<file path="src/rtl/axi_master.sv">
// Single-outstanding request port to AXI4-Lite initiator; all outputs registered, zero-wait completion 3 edges after request.
// Valids hold until their handshake; requester is stalled (no hs_ready_o) while the slave withholds ready/valid.
`timescale 1ns/1ps
module axi_master #(
  parameter int ADDR_WIDTH = 32,
  parameter int DATA_WIDTH = 32,
  parameter int ALIGN_ADDR = 1
) (
  input  logic                    clk_i,
  input  logic                    rst_i,
  input  logic                    hs_read_i,
  input  logic                    hs_write_i,
  input  logic [ADDR_WIDTH-1:0]   hs_addr_i,
  input  logic [DATA_WIDTH-1:0]   hs_data_i,
  input  logic [DATA_WIDTH/8-1:0] hs_byte_select_i,
  output logic                    hs_ready_o,
  output logic [DATA_WIDTH-1:0]   hs_data_o,
  output logic                    hs_error_o,
  output logic                    arvalid_o,
  input  logic                    arready_i,
  output logic [ADDR_WIDTH-1:0]   araddr_o,
  input  logic                    rvalid_i,
  output logic                    rready_o,
  input  logic [DATA_WIDTH-1:0]   rdata_i,
  input  logic [1:0]              rresp_i,
  output logic                    awvalid_o,
  input  logic                    awready_i,
  output logic [ADDR_WIDTH-1:0]   awaddr_o,
  output logic                    wvalid_o,
  input  logic                    wready_i,
  output logic [DATA_WIDTH-1:0]   wdata_o,
  output logic [DATA_WIDTH/8-1:0] wstrb_o,
  input  logic                    bvalid_i,
  output logic                    bready_o,
  input  logic [1:0]              bresp_i
);

  typedef enum logic [2:0] {IDLE, RD_ADDR, RD_DATA, WR_REQ, WR_RESP, DONE} state_t;

  localparam logic [ADDR_WIDTH-1:0] ALIGN_MASK =
    (ALIGN_ADDR != 0) ? {{(ADDR_WIDTH-2){1'b1}}, 2'b00} : {ADDR_WIDTH{1'b1}};

  state_t                  state_q, state_d;
  logic                    arvalid_d, rready_d, awvalid_d, wvalid_d, bready_d;
  logic                    hs_ready_d, hs_error_d;
  logic [DATA_WIDTH-1:0]   hs_data_d, wdata_d;
  logic [ADDR_WIDTH-1:0]   araddr_d, awaddr_d, req_addr;
  logic [DATA_WIDTH/8-1:0] wstrb_d;
  logic                    aw_done, w_done;

  assign req_addr = hs_addr_i & ALIGN_MASK;
  // A channel counts as done if its valid already dropped or it handshakes on this edge.
  assign aw_done  = !awvalid_o || awready_i;
  assign w_done   = !wvalid_o || wready_i;

  always_ff @(posedge clk_i or negedge rst_i) begin
    if (!rst_i) begin
      state_q    <= IDLE;
      arvalid_o  <= 1'b0;
      rready_o   <= 1'b0;
      awvalid_o  <= 1'b0;
      wvalid_o   <= 1'b0;
      bready_o   <= 1'b0;
      hs_ready_o <= 1'b0;
      hs_error_o <= 1'b0;
      hs_data_o  <= '0;
      araddr_o   <= '0;
      awaddr_o   <= '0;
      wdata_o    <= '0;
      wstrb_o    <= '0;
    end else begin
      state_q    <= state_d;
      arvalid_o  <= arvalid_d;
      rready_o   <= rready_d;
      awvalid_o  <= awvalid_d;
      wvalid_o   <= wvalid_d;
      bready_o   <= bready_d;
      hs_ready_o <= hs_ready_d;
      hs_error_o <= hs_error_d;
      hs_data_o  <= hs_data_d;
      araddr_o   <= araddr_d;
      awaddr_o   <= awaddr_d;
      wdata_o    <= wdata_d;
      wstrb_o    <= wstrb_d;
    end
  end

  always_comb begin
    state_d    = state_q;
    arvalid_d  = arvalid_o;
    rready_d   = rready_o;
    awvalid_d  = awvalid_o;
    wvalid_d   = wvalid_o;
    bready_d   = bready_o;
    hs_ready_d = 1'b0;
    hs_error_d = 1'b0;
    hs_data_d  = hs_data_o;
    araddr_d   = araddr_o;
    awaddr_d   = awaddr_o;
    wdata_d    = wdata_o;
    wstrb_d    = wstrb_o;
    unique case (state_q)
      IDLE: begin
        if (hs_write_i) begin
          awaddr_d  = req_addr;
          wdata_d   = hs_data_i;
          wstrb_d   = hs_byte_select_i;
          awvalid_d = 1'b1;
          wvalid_d  = 1'b1;
          state_d   = WR_REQ;
        end else if (hs_read_i) begin
          araddr_d  = req_addr;
          arvalid_d = 1'b1;
          state_d   = RD_ADDR;
        end
      end
      RD_ADDR: begin
        if (arready_i) begin
          arvalid_d = 1'b0;
          rready_d  = 1'b1;
          state_d   = RD_DATA;
        end
      end
      RD_DATA: begin
        // Read data is loaded even on an error response.
        if (rvalid_i) begin
          hs_data_d  = rdata_i;
          hs_error_d = (rresp_i != 2'b00);
          hs_ready_d = 1'b1;
          rready_d   = 1'b0;
          state_d    = DONE;
        end
      end
      WR_REQ: begin
        if (awvalid_o && awready_i) awvalid_d = 1'b0;
        if (wvalid_o && wready_i)   wvalid_d  = 1'b0;
        if (aw_done && w_done) begin
          bready_d = 1'b1;
          state_d  = WR_RESP;
        end
      end
      WR_RESP: begin
        if (bvalid_i) begin
          hs_error_d = (bresp_i != 2'b00);
          hs_ready_d = 1'b1;
          bready_d   = 1'b0;
          state_d    = DONE;
        end
      end
      DONE:    state_d = IDLE;
      default: state_d = IDLE;
    endcase
  end

endmodule

</file>
<file path="config.mk">
export PLATFORM = sky130hd
export DESIGN_NAME = axi_master
export DESIGN_NICKNAME = d
export VERILOG_FILES = /design/src/rtl/axi_master.sv
export SDC_FILE = /design/constraint.sdc
export NUM_CORES = 1
export LEC_CHECK = 0
export CAP_MARGIN = 10
export CELL_PAD_IN_SITES_DETAIL_PLACEMENT = 1
export CELL_PAD_IN_SITES_GLOBAL_PLACEMENT = 1
export CORE_MARGIN = 1.5
export CORE_UTILIZATION = 30
export DETAILED_ROUTE_END_ITERATION = 7
export HOLD_SLACK_MARGIN = 0.05
export PLACE_DENSITY_LB_ADDON = 0.08
export RECOVER_POWER = 100
export SYNTH_ARGS = -nofsm -noshare
export SYNTH_HDL_FRONTEND = slang
export SYNTH_SLANG_ARGS = --single-unit
</file>
<file path="constraint.sdc">
create_clock -name clk_i -period 2.3 [get_ports clk_i]
set_input_delay 0.345 -clock clk_i [delete_from_list [all_inputs] [get_ports clk_i]]
set_output_delay 0.345 -clock clk_i [all_outputs]
set_load 0.03 [all_outputs]
</file>
==> flow_metrics.env, run 1 <==
export IMPL_status="finished, final reports clean"
export IMPL_io_buffers=245
export IMPL_max_freq_ghz=0.5075
export IMPL_hold_ws_ns=0.4648
export IMPL_crit_family="buffers and inverters"
export IMPL_arrival_ns=1.63
export IMPL_path_class="reg2out"
export IMPL_drt_wirelength_per_cell_um=17.31
export IMPL_synth_cell_type_count=31
export IMPL_rows=48
export IMPL_cp_required_ns=1.96
export IMPL_wirelength_um=14300
export IMPL_min_path_type="in2async"
export IMPL_synth_top_cell_area_share_pct=64.64
export IMPL_relSlewSlack_pct=40.74
export IMPL_antenna_left=0
export IMPL_yosysWarnings=0
export IMPL_area_growth_pct=62.79
export IMPL_htreeDepth=4
export IMPL_yosys_register_bits=138
export IMPL_root_buffer="clkbuf_16"
export IMPL_fin_setup_tns_ns=0
export IMPL_placedInstanceArea_sq_mm=0.008077
export IMPL_drt_pass1_iter_count=4
export IMPL_grt_pass1_vias=4063
export IMPL_crit_slowest_cell="dlygate4sd3_1"
export IMPL_fin_area_sq_mm=0.008697
export IMPL_drc=0
export IMPL_p_leak_uw=0.003655
export IMPL_core_region_area_sq_mm=0.01736
export IMPL_start_util_pct=30.78
export IMPL_rr_worst_depth=4
export IMPL_grt_setup_unrepaired="false"
export IMPL_ys_seq_area_share_pct=64.64
export IMPL_synth_avg_cell_area_sq_um=16.14
export IMPL_cts_tree="yes"
export IMPL_hpwl_um=10560
export IMPL_synthCells=331
export IMPL_period_needed_ns=1.971
export IMPL_clock_sinks=138
export IMPL_regArea_sq_mm=0.003453
export IMPL_num_vias=3750
export IMPL_clk_pin_slew_ns=0.06
export IMPL_multiInputGateArea_sq_mm=0.001734
export IMPL_r2r_setup_slack_ns=0.36
export IMPL_ir_drop_v=0.0006249
export IMPL_nFillCells=1694
export IMPL_nets=701
export IMPL_r2r_end="araddr_o[11]$_DFFE_PN0P_"
export IMPL_grt_max_degree=64
export IMPL_grt_pass1_wl_um=22350
export IMPL_critical_path_max_stage_delay_ns=0.79
export IMPL_via_per_inst=4.540
export IMPL_clock_latency_ns=0.42
export IMPL_setup_violations=0
export IMPL_cap_viol_max_count=0
export IMPL_post_cts_buffers=0
export IMPL_die_w_um=136.5
export IMPL_grt_usage_pct=15.97
export IMPL_dieArea_sq_mm=0.01862
export IMPL_synth_area_leaders="dfrtp_1, mux2_2, mux2_1"
export IMPL_worstPathCellList="dlygate4sd3_1"
export IMPL_io_pins=252
export IMPL_slew_violations=0
export IMPL_cp_max_fo=5
export IMPL_path_buf_inv=1
export IMPL_synth_area_sq_mm=0.005343
export IMPL_cts_max_path_buffers=2
export IMPL_gp_congestion=0.7142
export IMPL_drt_iter0_markers=95
export IMPL_n_antenna_cell=0
export IMPL_synth_area_leader_cell="dfrtp_1"
export IMPL_die_h_um=136.5
export IMPL_critPathLaunchType="flip-flop"
export IMPL_cts_buffers=17
export IMPL_grt_antenna_before_repair=0
export IMPL_p_per_area_mw_per_mm2=1606
export IMPL_drive_above_1_share_pct=21.63
export IMPL_r2r_start="state_q[2]$_DFFE_PN0P_"
export IMPL_grt_overflow=0
export IMPL_fin_crit_sh_pct=85.68
export IMPL_tightest_slew_ns=0.8889
export IMPL_end_kind="primary output"
export IMPL_skew_ns=0.006553
export IMPL_hold_viol_final=0
-- per-stage QoR --
step | setup slack (ns) | total power (uW) | util, % | instances
finish | 0.3294 | 13960 | 50.11 | 826
global route | 0.2394 | 14730 | 50.11 | 826
global placement | 0.2140 | 11480 | 46.53 | 793
detailed placement | 0.2137 | 11650 | 46.53 | 793
CTS | 0.3498 | 14710 | 50.32 | 826
floorplan | 0.6456 | 8373 | - | 334
-- Yosys cell counts --
| cell type | number |
|---|---|
| buf_4 | 5 |
| o221ai_1 | 1 |
| inv_1 | 3 |
| clkbuf_1 | 2 |
| a32o_1 | 1 |
| nor4b_4 | 1 |
| a221oi_1 | 1 |
| o22ai_1 | 1 |
| or2_4 | 1 |
| buf_2 | 7 |
| o311a_1 | 1 |
| a21boi_0 | 1 |
| nor3b_1 | 1 |
| nor2_1 | 5 |
| mux2_1 | 43 |
| nor2b_1 | 2 |
| nor3b_2 | 1 |
| nor4bb_1 | 1 |
| o2bb2ai_1 | 2 |
| buf_6 | 7 |
| o21ai_0 | 6 |
| nand2_1 | 4 |
| nand3b_1 | 1 |
| nand2b_1 | 4 |
| o311ai_0 | 1 |
| nand3_1 | 1 |
| conb_1 | 1 |
| a21oi_1 | 1 |
| a22oi_1 | 2 |
| mux2_2 | 85 |
| dfrtp_1 | 138 |
-- layer usage --
metal | track usage [%] | vias up | share of wire (%)
met1 | 17.95 | 1890 | 38
met2 | 26.68 | 150 | 51
met3 | 6.861 | 13 | 9.2
met5 | 0 | - | 0
met4 | 6.324 | 0 | 1.5
li1 | - | 1697 | -
-- layout make-up --
type,count,share of cell area (%)
Sequential cell,138,39.71
Timing Repair Buffer,256,29.54
Multi-Input combinational cell,172,19.94
Clock buffer,17,4.891
Tap cell,225,3.237
Clock inverter,15,2.561
Inverter,3,0.1295
-- what timing repair did --
action,CTS,global route
hold buffers,1,0
endpoints found under the hold margin,60,0
gates resized for setup,0,0
-- sequential cells by signal (all words and copies together) (netlist names) --
name / count
hs_data_o: 32
wdata_o: 32
araddr_o: 30
awaddr_o: 30
wstrb_o: 4
state_q: 3
arvalid_o: 1
awvalid_o: 1
bready_o: 1
hs_error_o: 1
hs_ready_o: 1
rready_o: 1
wvalid_o: 1
-- cell families after synthesis --
| family | count (synthesis) | synth area share (%) |
|---|---|---|
| buffers and inverters | 24 | 3.185 |
| DFF | 138 | 64.64 |
| and+or+nand+nor | 22 | 2.740 |
| AOI/OAI and AO/OA | 18 | 2.389 |
| other | 1 | 0.07019 |
| muxes | 128 | 26.98 |
-- how the worst max path moves through the flow --
| stage | start | end | slack, ns | cells after the start |
|---|---|---|---|---|
| after floorplan | state_q[2]$_DFFE_PN0P_ | araddr_o[12]$_DFFE_PN0P_ | 0.65 | 4 |
| after global placement | hs_write_i | wdata_o[11]$_DFFE_PN0P_ | 0.21 | 4 |
| after detailed placement | hs_write_i | wdata_o[15]$_DFFE_PN0P_ | 0.21 | 4 |
| after CTS | wvalid_o$_DFFE_PN0P_ | wvalid_o | 0.35 | 1 |
| after global routing | state_q[1]$_DFFE_PN0P_ | araddr_o[5]$_DFFE_PN0P_ | 0.24 | 4 |
| final | wvalid_o$_DFFE_PN0P_ | wvalid_o | 0.33 | 1 |
-- power breakdown --
part	internal (uW)	switching, uW
clock	1920	1060
combinational	2860	3860
sequential	3660	596
total	8450	5520
-- layout by cell type, fill, tap and decap left out, types with 2 or more instances in the layout --
cell / count
clkdlybuf4s50_1: 109
bufinv_16: 5
buf_4: 4
nor2_1: 5
mux2_1: 43
conb_1: 4
o2bb2ai_1: 2
nand2b_1: 4
a22oi_1: 2
clkinvlp_4: 3
nor2b_1: 2
clkinv_2: 3
clkinv_4: 3
inv_1: 3
clkbuf_16: 17
dfrtp_1: 138
nand2_1: 4
buf_12: 3
clkbuf_2: 3
dlygate4sd3_1: 136
o21ai_0: 6
mux2_2: 85
Note: power is estimated with default switching activity, not from simulation.
==> inputs of run 2 (changes only) <==
MAX_ROUTING_LAYER = met4   (was default)
PLACE_DENSITY = 0.75   (was default)
PLACE_DENSITY_LB_ADDON = default   (was 0.08)
==> run 2 against run 1 <==
Net effect: core utilization decreased by 0.33 points; clock-buffer cell count increased by 7; sequential cell count unchanged; sequential power about the same; final area decreased by 0.66%; maximum frequency increased by 0.48%; combinational power increased by 1%; largest cell class unchanged; first-iteration DRC count increased by 61%; critical path type unchanged; die area unchanged; critical endpoint is now awvalid_o; setup slack improved by 0.0095 ns; via count increased by 0.93%; sequential share of layout area increased by 0.26 points.
==> flow_metrics.env, run 2 (synthesis results as in run 1) <==
export IMPL_skew_ns=0.006291
export IMPL_clk_pin_slew_ns=0.05
export IMPL_start_util_pct=30.78
export IMPL_cts_max_path_buffers=2
export IMPL_layout_common_cells="dfrtp_1, dlygate4sd3_1, clkdlybuf4s50_1"
export IMPL_ir_drop_v=0.0006359
export IMPL_crit_family="buffers and inverters"
export IMPL_critPathLaunchType="flip-flop"
export IMPL_grt_overflow=0
export IMPL_clock_sinks=138
export IMPL_crit_slowest_cell="dlygate4sd3_1"
export IMPL_hold_path_endpoint="awaddr_o[4]$_DFFE_PN0P_"
export IMPL_fin_setup_tns_ns=0
export IMPL_final_common_cell="dfrtp_1"
export IMPL_cp_required_ns=1.96
export IMPL_area_growth_pct=61.71
export IMPL_fin_crit_sh_pct=85.26
export IMPL_setup_violations=0
export IMPL_grt_max_degree=58
export IMPL_worstPathCellList="dlygate4sd3_1"
export IMPL_path_class="reg2out"
export IMPL_max_freq_ghz=0.5099
export IMPL_grt_antenna_before_repair=0
export IMPL_wirelength_um=14830
export IMPL_n_antenna_cell=0
export IMPL_regArea_sq_mm=0.003453
export IMPL_htreeDepth=4
export IMPL_cap_viol_max_count=0
export IMPL_slew_violations=0
export IMPL_rows=48
export IMPL_drive_above_1_share_pct=21.72
export IMPL_power_uw=13650
export IMPL_relSlewSlack_pct=52.92
export IMPL_p_leak_uw=0.003619
export IMPL_path_buf_inv=1
export IMPL_r2r_end="hs_data_o[20]$_DFFE_PN0P_"
export IMPL_core_region_area_sq_mm=0.01736
export IMPL_grt_setup_unrepaired="false"
export IMPL_antenna_left=0
export IMPL_arrival_ns=1.62
export IMPL_clock_latency_ns=0.41
export IMPL_grt_pass1_wl_um=22730
export IMPL_grt_usage_pct=16.76
export IMPL_min_path_type="reg2reg"
export IMPL_die_w_um=136.5
export IMPL_via_per_inst=4.571
export IMPL_drt_iter0_markers=153
export IMPL_drt_pass1_iter_count=4
export IMPL_min_from="awaddr_o[4]$_DFFE_PN0P_"
export IMPL_top_regs="hs_data_o (32), wdata_o (32)"
export IMPL_grt_pass1_vias=4320
export IMPL_drt_wirelength_per_cell_um=17.91
export IMPL_cts_tree="yes"
export IMPL_tightest_slew_ns=0.7062
export IMPL_gp_congestion=0.7920
export IMPL_root_buffer="clkbuf_16"
export IMPL_min_path_cells=1
export IMPL_period_needed_ns=1.961
export IMPL_critical_path_max_stage_delay_ns=0.79
export IMPL_die_h_um=136.5
export IMPL_cts_buffers=17
export IMPL_hold_viol_final=0
export IMPL_p_per_area_mw_per_mm2=1580
export IMPL_status="finished, final reports clean"
export IMPL_r2r_setup_slack_ns=0.38
export IMPL_hold_ws_ns=0.4750
export IMPL_multiInputGateArea_sq_mm=0.001745
export IMPL_drc=0
export IMPL_io_buffers=245
export IMPL_post_cts_buffers=0
export IMPL_r2r_start="state_q[0]$_DFFE_PN0P_"
export IMPL_cp_max_fo=5
export IMPL_dieArea_sq_mm=0.01862
export IMPL_nets=703
export IMPL_rr_worst_depth=3
export IMPL_end_kind="primary output"
export IMPL_hpwl_um=10960
export IMPL_io_pins=252
export IMPL_nFillCells=1715
export IMPL_num_vias=3785
-- run 2: per-layer routing --
metal | track usage, % | vias to the layer above | share of wire (%)
li1 | - | 1686 | -
met2 | 28.45 | 160 | 52
met1 | 18.41 | 1916 | 40
met4 | 6.915 | 0 | 1.8
met3 | 4.847 | 23 | 6.5
met5 | - | - | 0
-- run 2: cell type report --
cell class / instances / area share (%)
repair buffers: 258 / 29.82
inverters: 3 / 0.1303
well taps: 225 / 3.259
clock buffers: 24 / 5.923
flip-flops and latches: 138 / 39.97
multi-input cells: 172 / 20.20
clock inverters: 8 / 0.6951
-- run 2: where the power goes --
part / switching, uW / internal (uW)
combinational: 3910 / 2870
sequential: 618 / 3660
clock: 1030 / 1550
total: 5560 / 8090
-- run 2: worst max-delay path by stage --
stage | endpoint | startpoint | cells past startpoint | slack, ns
after floorplan | araddr_o[12]$_DFFE_PN0P_ | state_q[2]$_DFFE_PN0P_ | 4 | 0.65
after global placement | wdata_o[5]$_DFFE_PN0P_ | hs_write_i | 4 | 0.32
after detailed placement | hs_data_o[0]$_DFFE_PN0P_ | rvalid_i | 4 | 0.30
after CTS | awvalid_o | awvalid_o$_DFFE_PN0P_ | 1 | 0.38
after global routing | hs_data_o[1]$_DFFE_PN0P_ | state_q[0]$_DFFE_PN0P_ | 3 | 0.26
final | awvalid_o | awvalid_o$_DFFE_PN0P_ | 1 | 0.34
-- run 2: metrics by stage --
step	utilization, %	setup slack [ns]	instances	cell area [sq um]
after floorplan	-	0.6456	334	5354
after global placement	46.62	0.3166	795	8092
after detailed placement	46.62	0.2968	795	8092
after CTS	49.97	0.3772	828	8673
after global routing	49.78	0.2604	828	8640
final	49.78	0.3389	828	8640
-- run 2: timing repair --
action,4_1_cts,5_1_grt
hold buffers,1,0
endpoints found under the hold margin,54,0
gates resized for setup,0,0
